File: src/rtl/isa_decode_stage_pkg.sv
// Shared decode definitions: instruction classes, opcode/funct fields, ALU op codes
// and the decode-stage FSM states.
package isa_decode_stage_pkg;

    localparam int unsigned OPCLASS_W     = 4;
    localparam int unsigned REG_IDX_W     = 5;
    localparam int unsigned OP_W          = 3;
    localparam int unsigned VLEN_CFG_W    = 3;
    localparam int unsigned ILLEGAL_CNT_W = 16;
    localparam int unsigned BRANCH_IMM_W  = 12;

    typedef enum logic [OPCLASS_W-1:0] {
        OPC_ILLEGAL    = 4'd0,
        OPC_VMACC      = 4'd1,
        OPC_VMV_VI     = 4'd2,
        OPC_VSETIVLI   = 4'd3,
        OPC_VLE32      = 4'd4,
        OPC_VSE32      = 4'd5,
        OPC_VSTREAMOUT = 4'd6,
        OPC_BNE        = 4'd7,
        OPC_ADDI       = 4'd8,
        OPC_LUI        = 4'd9,
        OPC_CSR        = 4'd10,
        OPC_ADD        = 4'd11,
        OPC_WFI        = 4'd12
    } opclass_e;

    typedef enum logic [1:0] {
        ST_RUN      = 2'd0,
        ST_WFI_WAIT = 2'd1,
        ST_HALT     = 2'd2
    } dec_state_e;

    localparam logic [6:0] OPCODE_VEC     = 7'h57;
    localparam logic [6:0] OPCODE_VLOAD   = 7'h07;
    localparam logic [6:0] OPCODE_VSTORE  = 7'h27;
    localparam logic [6:0] OPCODE_VSTREAM = 7'h7F;
    localparam logic [6:0] OPCODE_BRANCH  = 7'h63;
    localparam logic [6:0] OPCODE_OPIMM   = 7'h13;
    localparam logic [6:0] OPCODE_LUI     = 7'h37;
    localparam logic [6:0] OPCODE_CSR     = 7'h03;
    localparam logic [6:0] OPCODE_OP      = 7'h33;

    localparam logic [2:0]  F3_VMACC    = 3'd0;
    localparam logic [2:0]  F3_VMV_VI   = 3'd5;
    localparam logic [2:0]  F3_VSETIVLI = 3'd7;
    localparam logic [2:0]  F3_BNE      = 3'd1;
    localparam logic [2:0]  F3_ADDI     = 3'd0;
    localparam logic [2:0]  F3_ADD      = 3'd0;
    localparam logic [6:0]  F7_ADD      = 7'd0;
    localparam logic [11:0] CSR_ADDR    = 12'hC00;
    localparam logic [31:0] INSTR_WFI   = 32'h10500073;

    localparam logic [OP_W-1:0] OPS_LUI  = 3'd0;
    localparam logic [OP_W-1:0] OPS_ADDI = 3'd1;
    localparam logic [OP_W-1:0] OPS_BNE  = 3'd2;
    localparam logic [OP_W-1:0] OPS_ADD  = 3'd3;
    localparam logic [OP_W-1:0] OPS_NOP  = 3'd4;
    localparam logic [OP_W-1:0] OPV_MACC = 3'd3;
    localparam logic [OP_W-1:0] OPV_NOP  = 3'd4;

    // Classes that occupy the vector datapath and must wait for vec_busy to drop.
    function automatic logic is_vector(opclass_e cls);
        return cls inside {OPC_VMACC, OPC_VMV_VI, OPC_VSETIVLI,
                           OPC_VLE32, OPC_VSE32, OPC_VSTREAMOUT};
    endfunction

endpackage

File: src/rtl/isa_decode_stage_vrf_addr_gen.sv
// Vector RF base address: register index masked to the chunk-size field width
// and shifted up so each chunk owns an aligned slice of the RF.
module vrf_addr_gen
    import isa_decode_stage_pkg::*;
#(
    parameter int unsigned DWIDTH_RFADD = 12
)(
    input  logic [REG_IDX_W-1:0]    reg_idx,
    input  logic [VLEN_CFG_W-1:0]   cfg,
    output logic [DWIDTH_RFADD-1:0] addr_c
);

    logic [REG_IDX_W-1:0] mask_c;
    logic [4:0]           shamt_c;

    always_comb begin
        mask_c = 5'h1F;
        case (cfg)
            3'd0:    mask_c = 5'h01;
            3'd1:    mask_c = 5'h03;
            3'd2:    mask_c = 5'h07;
            3'd3:    mask_c = 5'h0F;
            default: mask_c = 5'h1F;
        endcase
    end

    assign shamt_c = 5'(DWIDTH_RFADD - 1) - 5'(cfg);
    assign addr_c  = DWIDTH_RFADD'(reg_idx & mask_c) << shamt_c;

endmodule

File: src/rtl/isa_decode_stage.sv
// Single-stage instruction decoder between fetch and the CGRA execute datapath,
// with wfi/halt sequencing and a saturating illegal-instruction counter.
module isa_decode_stage
    import isa_decode_stage_pkg::*;
#(
    parameter int unsigned DWIDTH_INST  = 32,
    parameter int unsigned DWIDTH_RFADD = 12,
    parameter int unsigned DWIDTH_INT   = 32
)(
    input  logic                     clk,
    input  logic                     rst,
    input  logic [DWIDTH_INST-1:0]   in_instr,
    input  logic                     in_valid,
    output logic                     in_ready,
    output logic                     out_valid,
    input  logic                     out_ready,
    input  logic                     vec_busy,
    input  logic                     done_steady,
    input  logic                     ap_start,
    output logic [3:0]               out_opclass,
    output logic [4:0]               out_rs1,
    output logic [4:0]               out_rs2,
    output logic [4:0]               out_rd,
    output logic [DWIDTH_RFADD-1:0]  out_vr_addr,
    output logic [DWIDTH_RFADD-1:0]  out_vw_addr,
    output logic [DWIDTH_INT-1:0]    out_imm,
    output logic [11:0]              out_branch_imm,
    output logic [2:0]               out_op_vec,
    output logic [2:0]               out_op_scalar,
    output logic                     out_wen_scalar,
    output logic [DWIDTH_RFADD-1:0]  out_itr,
    output logic [2:0]               vlen_cfg,
    output logic                     ap_done,
    output logic [15:0]              illegal_cnt
);

    logic [31:0]              instr;
    opclass_e                 cls_c;
    dec_state_e               state, state_next;
    logic                     accept_c;
    logic                     ap_done_next_c;
    logic [REG_IDX_W-1:0]     vs2_c, vd_c;
    logic [DWIDTH_RFADD-1:0]  vr_addr_c, vw_addr_c;
    logic [DWIDTH_INT-1:0]    imm_c;
    logic [OP_W-1:0]          op_scalar_c, op_vec_c;
    logic                     wen_c;

    assign instr = 32'(in_instr);

    // Instruction class decode.
    always_comb begin
        cls_c = OPC_ILLEGAL;
        if (instr == INSTR_WFI) begin
            cls_c = OPC_WFI;
        end else begin
            case (instr[6:0])
                OPCODE_VEC: begin
                    case (instr[14:12])
                        F3_VMACC:    cls_c = OPC_VMACC;
                        F3_VMV_VI:   cls_c = OPC_VMV_VI;
                        F3_VSETIVLI: cls_c = OPC_VSETIVLI;
                        default:     cls_c = OPC_ILLEGAL;
                    endcase
                end
                OPCODE_VLOAD:   cls_c = OPC_VLE32;
                OPCODE_VSTORE:  cls_c = OPC_VSE32;
                OPCODE_VSTREAM: cls_c = OPC_VSTREAMOUT;
                OPCODE_BRANCH:  if (instr[14:12] == F3_BNE)  cls_c = OPC_BNE;
                OPCODE_OPIMM:   if (instr[14:12] == F3_ADDI) cls_c = OPC_ADDI;
                OPCODE_LUI:     cls_c = OPC_LUI;
                OPCODE_CSR:     if (instr[31:20] == CSR_ADDR) cls_c = OPC_CSR;
                OPCODE_OP:      if (instr[14:12] == F3_ADD && instr[31:25] == F7_ADD) cls_c = OPC_ADD;
                default:        cls_c = OPC_ILLEGAL;
            endcase
        end
    end

    // Immediate, op codes and write enable per class; ILLEGAL falls out as a NOP.
    always_comb begin
        imm_c       = '0;
        op_scalar_c = OPS_NOP;
        op_vec_c    = OPV_NOP;
        wen_c       = 1'b0;
        case (cls_c)
            OPC_VMACC: op_vec_c = OPV_MACC;
            OPC_BNE:   op_scalar_c = OPS_BNE;
            OPC_ADDI: begin
                imm_c       = DWIDTH_INT'($signed(instr[31:20]));
                op_scalar_c = OPS_ADDI;
                wen_c       = 1'b1;
            end
            OPC_LUI: begin
                imm_c       = DWIDTH_INT'({instr[31:12], 12'h000});
                op_scalar_c = OPS_LUI;
                wen_c       = 1'b1;
            end
            OPC_CSR: wen_c = 1'b1;
            OPC_ADD: begin
                op_scalar_c = OPS_ADD;
                wen_c       = 1'b1;
            end
            default: ;
        endcase
    end

    assign vs2_c = (cls_c == OPC_VSE32) ? instr[11:7] : instr[24:20];
    assign vd_c  = instr[11:7];

    vrf_addr_gen #(.DWIDTH_RFADD(DWIDTH_RFADD)) u_vr_addr (
        .reg_idx (vs2_c),
        .cfg     (vlen_cfg),
        .addr_c  (vr_addr_c)
    );

    vrf_addr_gen #(.DWIDTH_RFADD(DWIDTH_RFADD)) u_vw_addr (
        .reg_idx (vd_c),
        .cfg     (vlen_cfg),
        .addr_c  (vw_addr_c)
    );

    assign in_ready = (state == ST_RUN) && (!out_valid || out_ready)
                      && !(is_vector(cls_c) && vec_busy);
    assign accept_c = in_valid && in_ready;

    always_ff @(posedge clk or posedge rst) begin
        if (rst) state <= ST_RUN;
        else     state <= state_next;
    end

    // Halt sequencing; ap_done is raised on the WFI_WAIT->HALT transition only.
    always_comb begin
        state_next     = state;
        ap_done_next_c = 1'b0;
        case (state)
            ST_RUN:      if (accept_c && cls_c == OPC_WFI) state_next = ST_WFI_WAIT;
            ST_WFI_WAIT: if (done_steady && !out_valid) begin
                             state_next     = ST_HALT;
                             ap_done_next_c = 1'b1;
                         end
            ST_HALT:     if (ap_start) state_next = ST_RUN;
            default:     state_next = ST_RUN;
        endcase
    end

    // Output pipeline register; fields only load on acceptance so a stall holds them.
    always_ff @(posedge clk or posedge rst) begin
        if (rst) begin
            out_valid      <= 1'b0;
            out_opclass    <= '0;
            out_rs1        <= '0;
            out_rs2        <= '0;
            out_rd         <= '0;
            out_vr_addr    <= '0;
            out_vw_addr    <= '0;
            out_imm        <= '0;
            out_branch_imm <= '0;
            out_op_vec     <= '0;
            out_op_scalar  <= '0;
            out_wen_scalar <= 1'b0;
            out_itr        <= '0;
            vlen_cfg       <= '0;
            ap_done        <= 1'b0;
            illegal_cnt    <= '0;
        end else begin
            ap_done <= ap_done_next_c;
            if (accept_c) begin
                out_valid      <= 1'b1;
                out_opclass    <= cls_c;
                out_rs1        <= instr[19:15];
                out_rs2        <= instr[24:20];
                out_rd         <= instr[11:7];
                out_vr_addr    <= vr_addr_c;
                out_vw_addr    <= vw_addr_c;
                out_imm        <= imm_c;
                out_branch_imm <= {instr[31], instr[7], instr[30:25], instr[11:8]};
                out_op_vec     <= op_vec_c;
                out_op_scalar  <= op_scalar_c;
                out_wen_scalar <= wen_c;
                if (cls_c == OPC_VSETIVLI) begin
                    vlen_cfg <= instr[17:15];
                    out_itr  <= DWIDTH_RFADD'(instr[29:18]);
                end
                if (cls_c == OPC_ILLEGAL && illegal_cnt != 16'hFFFF)
                    illegal_cnt <= illegal_cnt + 16'd1;
            end else if (out_ready) begin
                out_valid <= 1'b0;
            end
        end
    end

endmodule

File: config.mk
export PLATFORM = sky130hd
export DESIGN_NAME = isa_decode_stage
export DESIGN_NICKNAME = d
export VERILOG_FILES = /design/src/rtl/isa_decode_stage_pkg.sv /design/src/rtl/isa_decode_stage_vrf_addr_gen.sv /design/src/rtl/isa_decode_stage.sv
export SDC_FILE = /design/constraint.sdc
export NUM_CORES = 1
export LEC_CHECK = 0
export ABC_AREA = 1
export BUFFER_PORTS_ARGS = -buffer_cell sky130_fd_sc_hd__buf_2
export CAP_MARGIN = 20
export CELL_PAD_IN_SITES_DETAIL_PLACEMENT = 1
export CELL_PAD_IN_SITES_GLOBAL_PLACEMENT = 1
export CORE_ASPECT_RATIO = 1.5
export CORE_MARGIN = 2
export CORE_UTILIZATION = 41
export DETAILED_ROUTE_END_ITERATION = 10
export PLACE_DENSITY_LB_ADDON = 0.1
export SKIP_CTS_REPAIR_TIMING = 1
export SYNTH_ARGS = -nofsm -noshare
export SYNTH_HDL_FRONTEND = slang
export SYNTH_SLANG_ARGS = --single-unit
File: constraint.sdc
create_clock -name clk -period 5.82 [get_ports clk]
set_input_delay 0.873 -clock clk [delete_from_list [all_inputs] [get_ports clk]]
set_output_delay 0.873 -clock clk [all_outputs]
set_load 0.03 [all_outputs]
# Word-level counts from Yosys, hierarchy flattened
# Cells that the tools add are included.
# totals
output_inout_bits	128
input_bits	39
word_cells	101
ff_bits	129
# classes
eq_ne	35
n_reduce_logical	22
add_sub_neg	2
n_bitwise	2
n_shift	2
n_mux	21
# op_table
op	n
$pmux 32 s2	1
$pmux 4 s9	1
$eq 32x29->1 const B	1
$shl 12x5->12	2
$eq 7x6->1 const B	3
$eq 7x7->1 const B	3
$eq 4x4->1 const B	5
$pmux 5 s4	1
$add 16x1->16 const B	1
$eq 4x3->1 const B	4
$mux 4	4
$ne 16x16->1 const B	1
$eq 12x12->1 const B	1
$pmux 2 s3	2
$pmux 3 s4	1
$and 5x5->5	2
$eq 4x2->1 const B	2
$logic_and 1x1->1	8
$eq 7x2->1 const B	1
$eq 7x3->1 const B	1
$eq 7x5->1 const B	1
$logic_not 7->1	1
$eq 3x1->1 const B	2
$eq 3x2->1 const B	2
other kinds (21)	33

# Longest topological paths before layout
# Gate-level depths: netlist of the first run.
# logic_depth
word_depth	14
ltp_mapped	16
ltp_nobuf	14

# Cells and area by module
# From an unflattened synthesis of the first run, not the netlist that was laid out.
# unflattened
hier_cells	845
area_unflattened_um2	6463.7
# modules_own_cells
mod	n_inst	cells_each	seq_area_each_um2	area_each_um2
isa_decode_stage	1	743	3078.0	5985.7
vrf_addr_gen	2	51	0.0	239.0

# Worst setup path after synthesis of the first run
# Ideal clock, no wire load.
# synth_path
kind	input-to-output
from	in in_instr[0]
to	out in_ready
required_ns	4.947
n_path_buf	2
path_slack_ns	2.657
t_arrival_ns	2.290
path_stages	13
path_cell_list	nand2_1 -> inv_2 -> nand2_2 -> nor2_1 -> nand2_2 -> nand3_1 -> nor2_4 -> nand2_2 -> nand3_1 -> nand2_2 -> a21oi_2 -> buf_4 -> buf_4
# synth_via
elab_chain_cells	8
word_cells_on_any_way	22
classes_between	eq/ne: 16; mux: 2; reduce/logical: 4
# synth_rtl
element	line	text
from (decl)	isa_decode_stage.sv:12	input logic [DWIDTH_INST-1:0] in_instr,
$eq 7x6->1, or another cell as far along	isa_decode_stage.sv:56	case (instr[6:0])
$pmux 4 s9	isa_decode_stage.sv:56	
$mux 4 (*)	isa_decode_stage.sv:53	if (instr == INSTR_WFI) begin
$eq 4x1->1, or another cell as far along	isa_decode_stage_pkg.sv:64	return cls inside {OPC_VMACC, OPC_VMV_VI, OPC_VSETIVLI,
$reduce_bool 6->1 (*)	isa_decode_stage_pkg.sv:64	
$logic_and 1x1->1 (*)	isa_decode_stage.sv:122	&& !(is_vector(cls_c) && vec_busy);
$logic_not 1->1 (*)	isa_decode_stage.sv:122	
$logic_and 1x1->1 (*)	isa_decode_stage.sv:122	
to (decl)	isa_decode_stage.sv:14	output logic in_ready,
# Every way passes the cells marked *; elsewhere a longest branch is shown, timed or not.

# Worst setup path after layout of the first run
# Ends and elaborated chain as after synthesis.

==> flow_summary.json, run 1 <==
{
  "status": "completed",
  "synthDistinctLibCells": 40,
  "period_needed_ns": 3.44,
  "synthToLayoutAreaGrowth_pct": 23.4,
  "path_class": "input port to output port",
  "antenna_left": 0,
  "worstMarginPinSlew_ns": 0.870,
  "fin_crit_sh_pct": 59.1,
  "p_leak_nw": 4.28,
  "critPathMaxFanout": 6,
  "cts.sinks": 123,
  "end_kind": "output port",
  "cp_data_required_time_ns": 4.95,
  "coreArea_sq_um": 15100,
  "relSlewSlack_pct": 42.0,
  "finClkSkew_ns": 0.0105,
  "layout.nets": 983,
  "gp_congestion": 0.899,
  "finalHoldViolations": 0,
  "htreeDepth": 4,
  "rows": 55,
  "port_buffers": 166,
  "peakVddDrop_v": 0.000182,
  "antenna_found_initial": 1,
  "synth.avg_cell_area_sq_um": 7.85,
  "setup_viol": 0,
  "overflow": 0,
  "wl_met3_um": 852,
  "n_antenna_cell": 0,
  "grt_util_all_layers_pct": 26.7,
  "rr_startpoint": "out_valid",
  "wl_met1_um": 8400,
  "ys_seq_area_share_pct": 49.0,
  "die_y_um": 156,
  "dieArea_sq_um": 16400,
  "power_density_nw_per_um2": 314,
  "dp_hpwl_um": 15100,
  "utilization_pct": 51.5,
  "grt_pass1_wl_um": 34200,
  "maxSlewViolCount": 0,
  "min-delay-start": "out_branch_imm[6]",
  "vias": 6178,
  "clock_latency_ns": 0.41,
  "rsz0062_at_grt": "false",
  "cts_tree": "built",
  "remaining_drc_errors": 0,
  "hold_path_class": "flop to flop",
  "drt-pass1-iter-count": 4,
  "top_layer_used": "met4",
  "syn_area_sq_um": 6290,
  "rrSetupSlack_ns": 2.70,
  "cts.clk_slew.worst_paths_ns": 0.06,
  "drv_cap": 0,
  "r2r_end": "out_vr_addr[10]",
  "drt_iter0_markers": 254,
  "routedWlPerCell_um": 18.3,
  "holdPathEnd": "out_branch_imm[6]",
  "synth_cells": 801,
  "drive_gt1_share_pct": 25.0,
  "clock_path_buffers": 2,
  "wl_um": 21200,
  "dieWidth_um": 105,
  "grt_max_degree": 79,
  "cts_root_buf": "clkbuf_16",
  "dr_wl_met2_um": 11200,
  "grt_pass1_vias": 6544,
  "avgViaCountPerCell": 5.35,
  "yosys_warnings": 0,
  "arrival_ns": 2.57,
  "synthesis.nets": 841,
  "holdPathStages": 2,
  "ioPinCount": 167,
  "ys_ff_latch": 123,
  "start_util_pct": 41.7,
  "rr_worst_depth": 6,
  "cts_buffers": 17,
  "tns_ns": 0,
  "fmax_ghz": 0.291,
  "startpoint_type": "input port"
}
## per-layer routing
layer  global-route usage (%)  up-vias
met5                        0        -
met4                     12.0        0
met3                     4.89       47
met2                     48.8      166
met1                     30.2     3061
li1                         -     2904
## synth_stat cells, drive strengths merged
cell	instances	area, sq um
ha	1	12.5
nand2	277	1060
nor3	12	82.6
o21bai	1	7.51
xor2	8	70.1
nand4	57	378
nor2	58	255
o21ai	78	390
a21boi	1	7.51
o31ai	1	7.51
dfrtp	123	3080
nand3b	1	7.51
a21oi	5	28.8
xnor2	6	52.6
or2	2	12.5
clkbuf	18	70.1
buf	29	193
inv	58	218
nor4	2	12.5
nand3	58	313
a211oi	1	7.51
o22ai	1	6.26
and3	1	6.26
clkinv	2	7.51
## placed cells by master (no fill, tap or decap), drive strengths merged
cell | Yosys | routed
clkinv | 2 | 7
nand2 | 277 | 277
a211oi | 1 | 1
nor2 | 58 | 58
bufinv | 0 | 3
or2 | 2 | 2
clkinvlp | 0 | 4
nor4 | 2 | 2
and3 | 1 | 1
a21oi | 5 | 5
nand3 | 58 | 58
inv | 58 | 59
buf | 29 | 170
nand4 | 57 | 57
a21boi | 1 | 1
o22ai | 1 | 1
xnor2 | 6 | 6
nand3b | 1 | 1
xor2 | 8 | 8
o21bai | 1 | 1
o31ai | 1 | 1
dfrtp | 123 | 123
o21ai | 78 | 78
ha | 1 | 1
nor3 | 12 | 12
clkbuf | 18 | 19
## cells by family (layout without fill, tap and decap cells)
group,count (synthesis),in the layout,share of synthesized area (%)
AOI/OAI and AO/OA,88,88,7.25
buffers and inverters,107,262,7.76
adders and majority gates,1,1,0.199
xor gates and xnor gates,14,14,1.95
and+or+nand+nor,468,468,33.9
DFF,123,123,49.0
## area by class of cell
class                           instances  area [sq um]
Clock buffer                           19           443
Multi-Input combinational cell        571          2730
Fill cell                            1919          7320
Sequential cell                       123          3080
Clock inverter                         13           169
Tap cell                              199           249
Inverter                               60           228
Timing Repair Buffer                  170           861
## worst max-delay path by stage
stage | start | endpoint | slack, ns | cells after the start
5_1_grt | in_instr[2] | out_vr_addr[10] | 2.18 | 14
3_5_place_dp | in_instr[3] | out_vr_addr[10] | 2.03 | 14
4_1_cts | in_instr[0] | in_ready | 2.38 | 13
6_report | in_instr[0] | in_ready | 2.38 | 13
2_1_floorplan | rst | ap_done | 1.68 | 1
3_3_place_gp | in_instr[0] | vlen_cfg[2] | 2.16 | 13
## stage by stage
stage | total power (W) | hold slack [ns] | instances | cell area [sq um] | setup slack (ns)
global placement | 0.00134 | 0.454 | 1123 | 7140 | 2.16
global route | 0.00253 | 0.495 | 1155 | 7750 | 2.18
finish | 0.00243 | 0.468 | 1155 | 7750 | 2.38
detailed placement | 0.00135 | 0.458 | 1123 | 7140 | 2.03
floorplan | 0.00123 | 0.517 | 801 | 6290 | 1.68
CTS | 0.00246 | 0.473 | 1155 | 7750 | 2.38
## power breakdown
group	switching (W)	leakage [nW]	internal [W]
Clock	0.000416	0.286	0.000688
Combinational	0.000289	2.33	0.0000949
Sequential	0.0000452	1.66	0.000902
Total	0.000750	4.28	0.00169
## registers in the layout, summed over array words and instances (netlist names)
name	cells
out_vw_addr	12
out_rs2	5
illegal_cnt	16
out_itr	12
ap_done	1
out_imm	32
out_rs1	5
vlen_cfg	3
out_valid	1
state	2
out_op_scalar	3
out_rd	4
out_branch_imm	8
out_wen_scalar	1
out_op_vec	2
out_opclass	4
out_vr_addr	12
## worst max-delay path, stage by stage
cell     delay, ns
buf_2         0.09
nand2_1       0.12
inv_2         0.08
nand2_2       0.13
nor2_1        0.07
nand2_2       0.10
nand3_1       0.13
nor2_4        0.22
nand2_2       0.13
nand3_1       0.10
nand2_2       0.10
a21oi_4       0.18
buf_2         0.23
(Power assumes the default switching activity.)
==> run 2: changes to the inputs <==
- ABC_AREA: 1 -> 0
- CORE_UTILIZATION: 41 -> 36
- clock period: 5.82 -> 2.75 ns (I/O delays scaled with it)
==> flow_summary.json, run 2 <==
{
  "syn_area_sq_um": 5700,
  "antenna_left": 0,
  "pwr-share-clk_pct": 43.5,
  "wl_um": 17000,
  "n_antenna_cell": 0,
  "setup.worst_path.end": "in_ready",
  "synth_cells": 499,
  "synth_top_area_share_pct": 54.0,
  "antenna_found_initial": 0,
  "grt_util_all_layers_pct": 20.9,
  "htreeDepth": 4,
  "startpoint_type": "input port",
  "dieWidth_um": 107,
  "end_kind": "output port",
  "ys_seq_area_share_pct": 54.0,
  "grt_pass1_wl_um": 27100,
  "layout.nets": 740,
  "ys_ff_latch": 123,
  "yosys_warnings": 0,
  "status": "completed",
  "r2r_end": "out_itr[9]",
  "cts.clk_slew.worst_paths_ns": 0.06,
  "gp_congestion": 0.834,
  "remaining_drc_errors": 0,
  "avgViaCountPerCell": 5.15,
  "p_sw_w": 0.00159,
  "dp_hpwl_um": 12600,
  "maxSlewViolCount": 0,
  "pwr-share-comb_pct": 16.9,
  "yosysTopAreaCell": "dfrtp_1",
  "relSlewSlack_pct": 58.1,
  "critPathMaxFanout": 5,
  "top_register": "out_imm",
  "synth.avg_cell_area_sq_um": 11.4,
  "cp_data_required_time_ns": 2.34,
  "fin_ws_ns": 0.121,
  "drt-pass1-iter-count": 4,
  "overflow": 0,
  "cpMaxStageDelayCell": "or3_4",
  "stdcell_count": 916,
  "rr_worst_depth": 7,
  "pre_cts_ws_ns": -0.0271,
  "synthToLayoutAreaGrowth_pct": 33.7,
  "rsz0062_at_grt": "false",
  "dieArea_sq_um": 16900,
  "rr_startpoint": "out_valid",
  "synthDistinctLibCells": 62,
  "yosysMostFrequentCell": "dfrtp_1",
  "synthAdderAreaFrac_pct": 0.219,
  "coreArea_sq_um": 15600,
  "tns_ns": 0,
  "arrival_ns": 2.22,
  "synth_compound_area_share_pct": 11.6,
  "cp_cell_sequence": "buf_2, or3_4, or3_4, a2111oi_4, a211o_1, o211a_1, buf_2",
  "cts_root_buf": "clkbuf_16",
  "clock_latency_ns": 0.41,
  "synthesis.nets": 539,
  "rrSetupSlack_ns": 0.42,
  "cts_buffers": 17,
  "synth_top_family_by_area": "simple AND/OR/NAND/NOR gates",
  "drive_gt1_share_pct": 42.4,
  "swShare_pct": 31.4,
  "peakVddDrop_v": 0.000433,
  "grt_pass1_vias": 4949,
  "synth_area_leaders": "dfrtp_1, mux2_2, nand2_1, a221o_1, o21ai_0",
  "finalHoldViolations": 0,
  "n_fill_cell": 1783,
  "pwr-share-seq_pct": 39.6,
  "worstMarginPinSlew_ns": 0.629,
  "synth-xor-area-share_pct": 2.30,
  "slowest_delay_ns": 0.42,
  "setup_viol": 0,
  "intPower_w": 0.00349,
  "grt_max_degree": 69,
  "cts_tree": "built",
  "largest_reg_flops": 32,
  "synth_edf_count": 0,
  "cts.sinks": 123,
  "clock_path_buffers": 2,
  "async_flop_share_pct": 100,
  "finClkSkew_ns": 0.0100,
  "die_y_um": 158,
  "drt_iter0_markers": 155,
  "mostFrequentLayoutCell": "buf_2",
  "synth_mux_area_share_pct": 10.4,
  "power_density_nw_per_um2": 667,
  "drv_cap": 0,
  "period_needed_ns": 2.63,
  "cp-startpoint": "in_instr[13]",
  "fmax_ghz": 0.380,
  "path_class": "input port to output port",
  "final_cell_mix": "buf_2, dfrtp_1, nand2_1, buf_4, mux2_2",
  "ioPinCount": 167,
  "start_util_pct": 36.7,
  "yosys-top-cells-count": "dfrtp_1, nand2_1, mux2_2, o21ai_0, a221o_1",
  "placedCellCount": 884,
  "fin_crit_sh_pct": 95.6,
  "vias": 4716,
  "routedWlPerCell_um": 18.5,
  "rows": 56,
  "port_buffers": 166,
  "synth_flop_cell": "dfrtp_1",
  "yosys.area_share.simple_pct": 17.3,
  "largestRegisters": "out_imm (32), illegal_cnt (16)",
  "hold_path_class": "input port to asynchronous set/reset pin",
  "p_leak_nw": 3.89
}
[run 2: layout make-up]
class	count	area, sq um	share of cell area (%)
inverter	13	52.6	0.689
clock buffer	17	425	5.58
clock inverter	15	156	2.05
sequential	123	3080	40.4
multi-input combinational	332	2410	31.6
timing repair buffer	213	1250	16.3
tap	203	254	3.33
[run 2: critical path, delay by kind of cell]
family	cells	cell delay [ns]
buffers and inverters	2	0.33
and+or+nand+nor	2	0.77
AOI/OAI and AO/OA	3	0.71
[run 2: power by group through the flow]
stage               Clock [W]  Sequential, W  Combinational (W)
detailed placement          0        0.00205           0.000872
floorplan                   0        0.00226           0.000335
global placement            0        0.00204           0.000856
global route          0.00236        0.00203           0.000917
finish                0.00221        0.00201           0.000857
CTS                   0.00227        0.00202           0.000872
[run 2: layer usage]
metal / vias up / wire, um / global-route usage (%)
li1: 2207 / - / -
met1: 2351 / 6610 / 24.3
met2: 133 / 9200 / 37.5
met3: 25 / 770 / 4.32
met4: 0 / 400 / 8.04
met5: - / 0 / 0
[run 2: through the flow]
step	utilization, %	area (sq um)	hold WS [ns]	total power [W]
2_1_floorplan	-	5710	0.444	0.00259
3_3_place_gp	45.3	7040	0.439	0.00290
3_5_place_dp	45.3	7040	0.443	0.00292
4_1_cts	49.0	7620	0.000755	0.00516
5_1_grt	49.0	7620	0.0136	0.00530
6_report	49.0	7620	0.00377	0.00508
[run 2: how the worst min path moves through the flow]
stage	startpoint	endpoint	slack, ns
2_1_floorplan	state[1]	state[0]	0.44
3_3_place_gp	rst	out_itr[4]	0.44
3_5_place_dp	rst	out_itr[4]	0.44
4_1_cts	rst	out_itr[4]	0.0008
5_1_grt	rst	out_itr[4]	0.01
6_report	rst	out_itr[4]	0.004
[run 2: cell families (layout without fill, tap and decap cells)]
kind of cell,Yosys count,in the layout
compound gates,85,85
xor+xnor,15,15
fa+ha+maj,1,1
buf+inv,44,258
flops,123,123
mux,54,54
simple gates,177,177
==> run 3: changes to the inputs <==
- BUFFER_PORTS_ARGS: -buffer_cell sky130_fd_sc_hd__buf_2 -> default
- CORE_UTILIZATION: 36 -> 44
- DONT_BUFFER_PORTS: default -> 1
==> flow_summary.json, run 3 (synthesized netlist as in run 2, its figures left out) <==
{
  "seqCellArea_sq_um": 3080,
  "path_class": "input port to output port",
  "status": "completed",
  "finalHoldViolations": 0,
  "drv_cap": 0,
  "dp_hpwl_um": 11200,
  "maxSlewViolCount": 0,
  "largestRegisters": "out_imm (32), illegal_cnt (16)",
  "intPower_w": 0.00347,
  "rsz0062_at_grt": "false",
  "grt_max_degree": 73,
  "critPathMaxFanout": 5,
  "final_cell_mix": "dfrtp_1, nand2_1, mux2_2, o21ai_0, a221o_1",
  "grt_pass1_vias": 4387,
  "stdcell_count": 679,
  "hold_path_class": "input port to flop",
  "dieArea_sq_um": 13900,
  "pwr-share-comb_pct": 9.6,
  "finClkSkew_ns": 0.00987,
  "overflow": 0,
  "ioPinCount": 167,
  "pre_cts_ws_ns": 0.0415,
  "rr_startpoint": "out_valid",
  "die_y_um": 143,
  "pwr-share-clk_pct": 46.0,
  "pwr-share-seq_pct": 44.4,
  "cts_tree": "built",
  "n_fill_cell": 1340,
  "remaining_drc_errors": 0,
  "drt-pass1-iter-count": 4,
  "fin_ws_ns": 0.280,
  "coreArea_sq_um": 12600,
  "cts_root_buf": "clkbuf_16",
  "antenna_found_initial": 0,
  "drive_gt1_share_pct": 21.2,
  "swShare_pct": 30.4,
  "synthToLayoutAreaGrowth_pct": 15.3,
  "avgViaCountPerCell": 5.91,
  "cp_data_required_time_ns": 2.34,
  "n_antenna_cell": 0,
  "port_buffers": 0,
  "period_needed_ns": 2.47,
  "startpoint_type": "input port",
  "cts.clk_slew.worst_paths_ns": 0.06,
  "tns_ns": 0,
  "end_kind": "output port",
  "cp-startpoint": "in_instr[13]",
  "layout.nets": 550,
  "vias": 4012,
  "htreeDepth": 4,
  "grt_util_all_layers_pct": 22.9,
  "fmax_ghz": 0.405,
  "start_util_pct": 45.4,
  "cts_buffers": 17,
  "dieWidth_um": 97.0,
  "peakVddDrop_v": 0.000491,
  "clock_latency_ns": 0.42,
  "relSlewSlack_pct": 42.9,
  "power_density_nw_per_um2": 759,
  "multi_input_area_sq_um": 2410,
  "routedWlPerCell_um": 22.7,
  "worstMarginPinSlew_ns": 0.856,
  "arrival_ns": 2.06,
  "p_sw_w": 0.00152,
  "p_leak_nw": 2.99,
  "gp_congestion": 0.803,
  "utilization_pct": 52.3,
  "fin_crit_sh_pct": 89.8,
  "antenna_left": 0,
  "clock_path_buffers": 2,
  "setup_viol": 0,
  "placedCellCount": 646,
  "grt_pass1_wl_um": 24600,
  "wl_um": 15400,
  "rows": 50,
  "cts.sinks": 123,
  "mostFrequentLayoutCell": "dfrtp_1",
  "min-delay-start": "in_instr[21]",
  "top_register": "out_imm",
  "largest_reg_flops": 32,
  "drt_iter0_markers": 158,
  "power_w": 0.00499
}
-- run 3: layout make-up --
cell class / count / share of cell area [%]
Sequential cell: 123 / 46.8
Multi-Input combinational cell: 332 / 36.6
Clock buffer: 17 / 6.47
Timing Repair Buffer: 23 / 3.61
Tap cell: 156 / 2.97
Clock inverter: 15 / 2.70
Inverter: 13 / 0.799
-- run 3: final timing paths --
path | end | depth (start not counted) | slack [ns]
worst min register to register | state[0] | 1 | 0.50
min in group asynchronous | out_rs1[4] | 3 | 0.57
max in group asynchronous | illegal_cnt[14] | 3 | 1.59
worst max register to register | out_itr[8] | 7 | 0.30
worst max-delay path | in_ready | 5 | 0.28
worst min-delay path | out_imm[1] | 2 | 0.13
-- run 3: stage by stage --
step,hold slack (ns),area (sq um)
5_1_grt,0.122,6580
6_report,0.128,6580
4_1_cts,-0.0219,6570
2_1_floorplan,0.444,5710
3_5_place_dp,0.425,5960
3_3_place_gp,0.426,5960
-- run 3: critical path, cell delays in order --
cell	delay, ns
or3_4	0.40
or3_4	0.35
a2111oi_4	0.35
a211o_1	0.21
o211a_1	0.32
-- run 3: power by group through the flow --
stage                     Clock, W  Sequential [W]  Combinational [W]
after global placement           0         0.00224           0.000468
after floorplan                  0         0.00226           0.000335
after CTS                  0.00234         0.00222           0.000486
after global routing       0.00242         0.00223           0.000522
final                      0.00230         0.00222           0.000478
after detailed placement         0         0.00225           0.000486
-- run 3: per-layer routing --
metal,vias to the layer above,wire length [um],global-route usage [%]
li1,1825,-,-
met1,2034,5790,25.1
met2,131,8410,42.0
met3,22,958,6.76
met4,0,272,8.30
met5,-,0,0
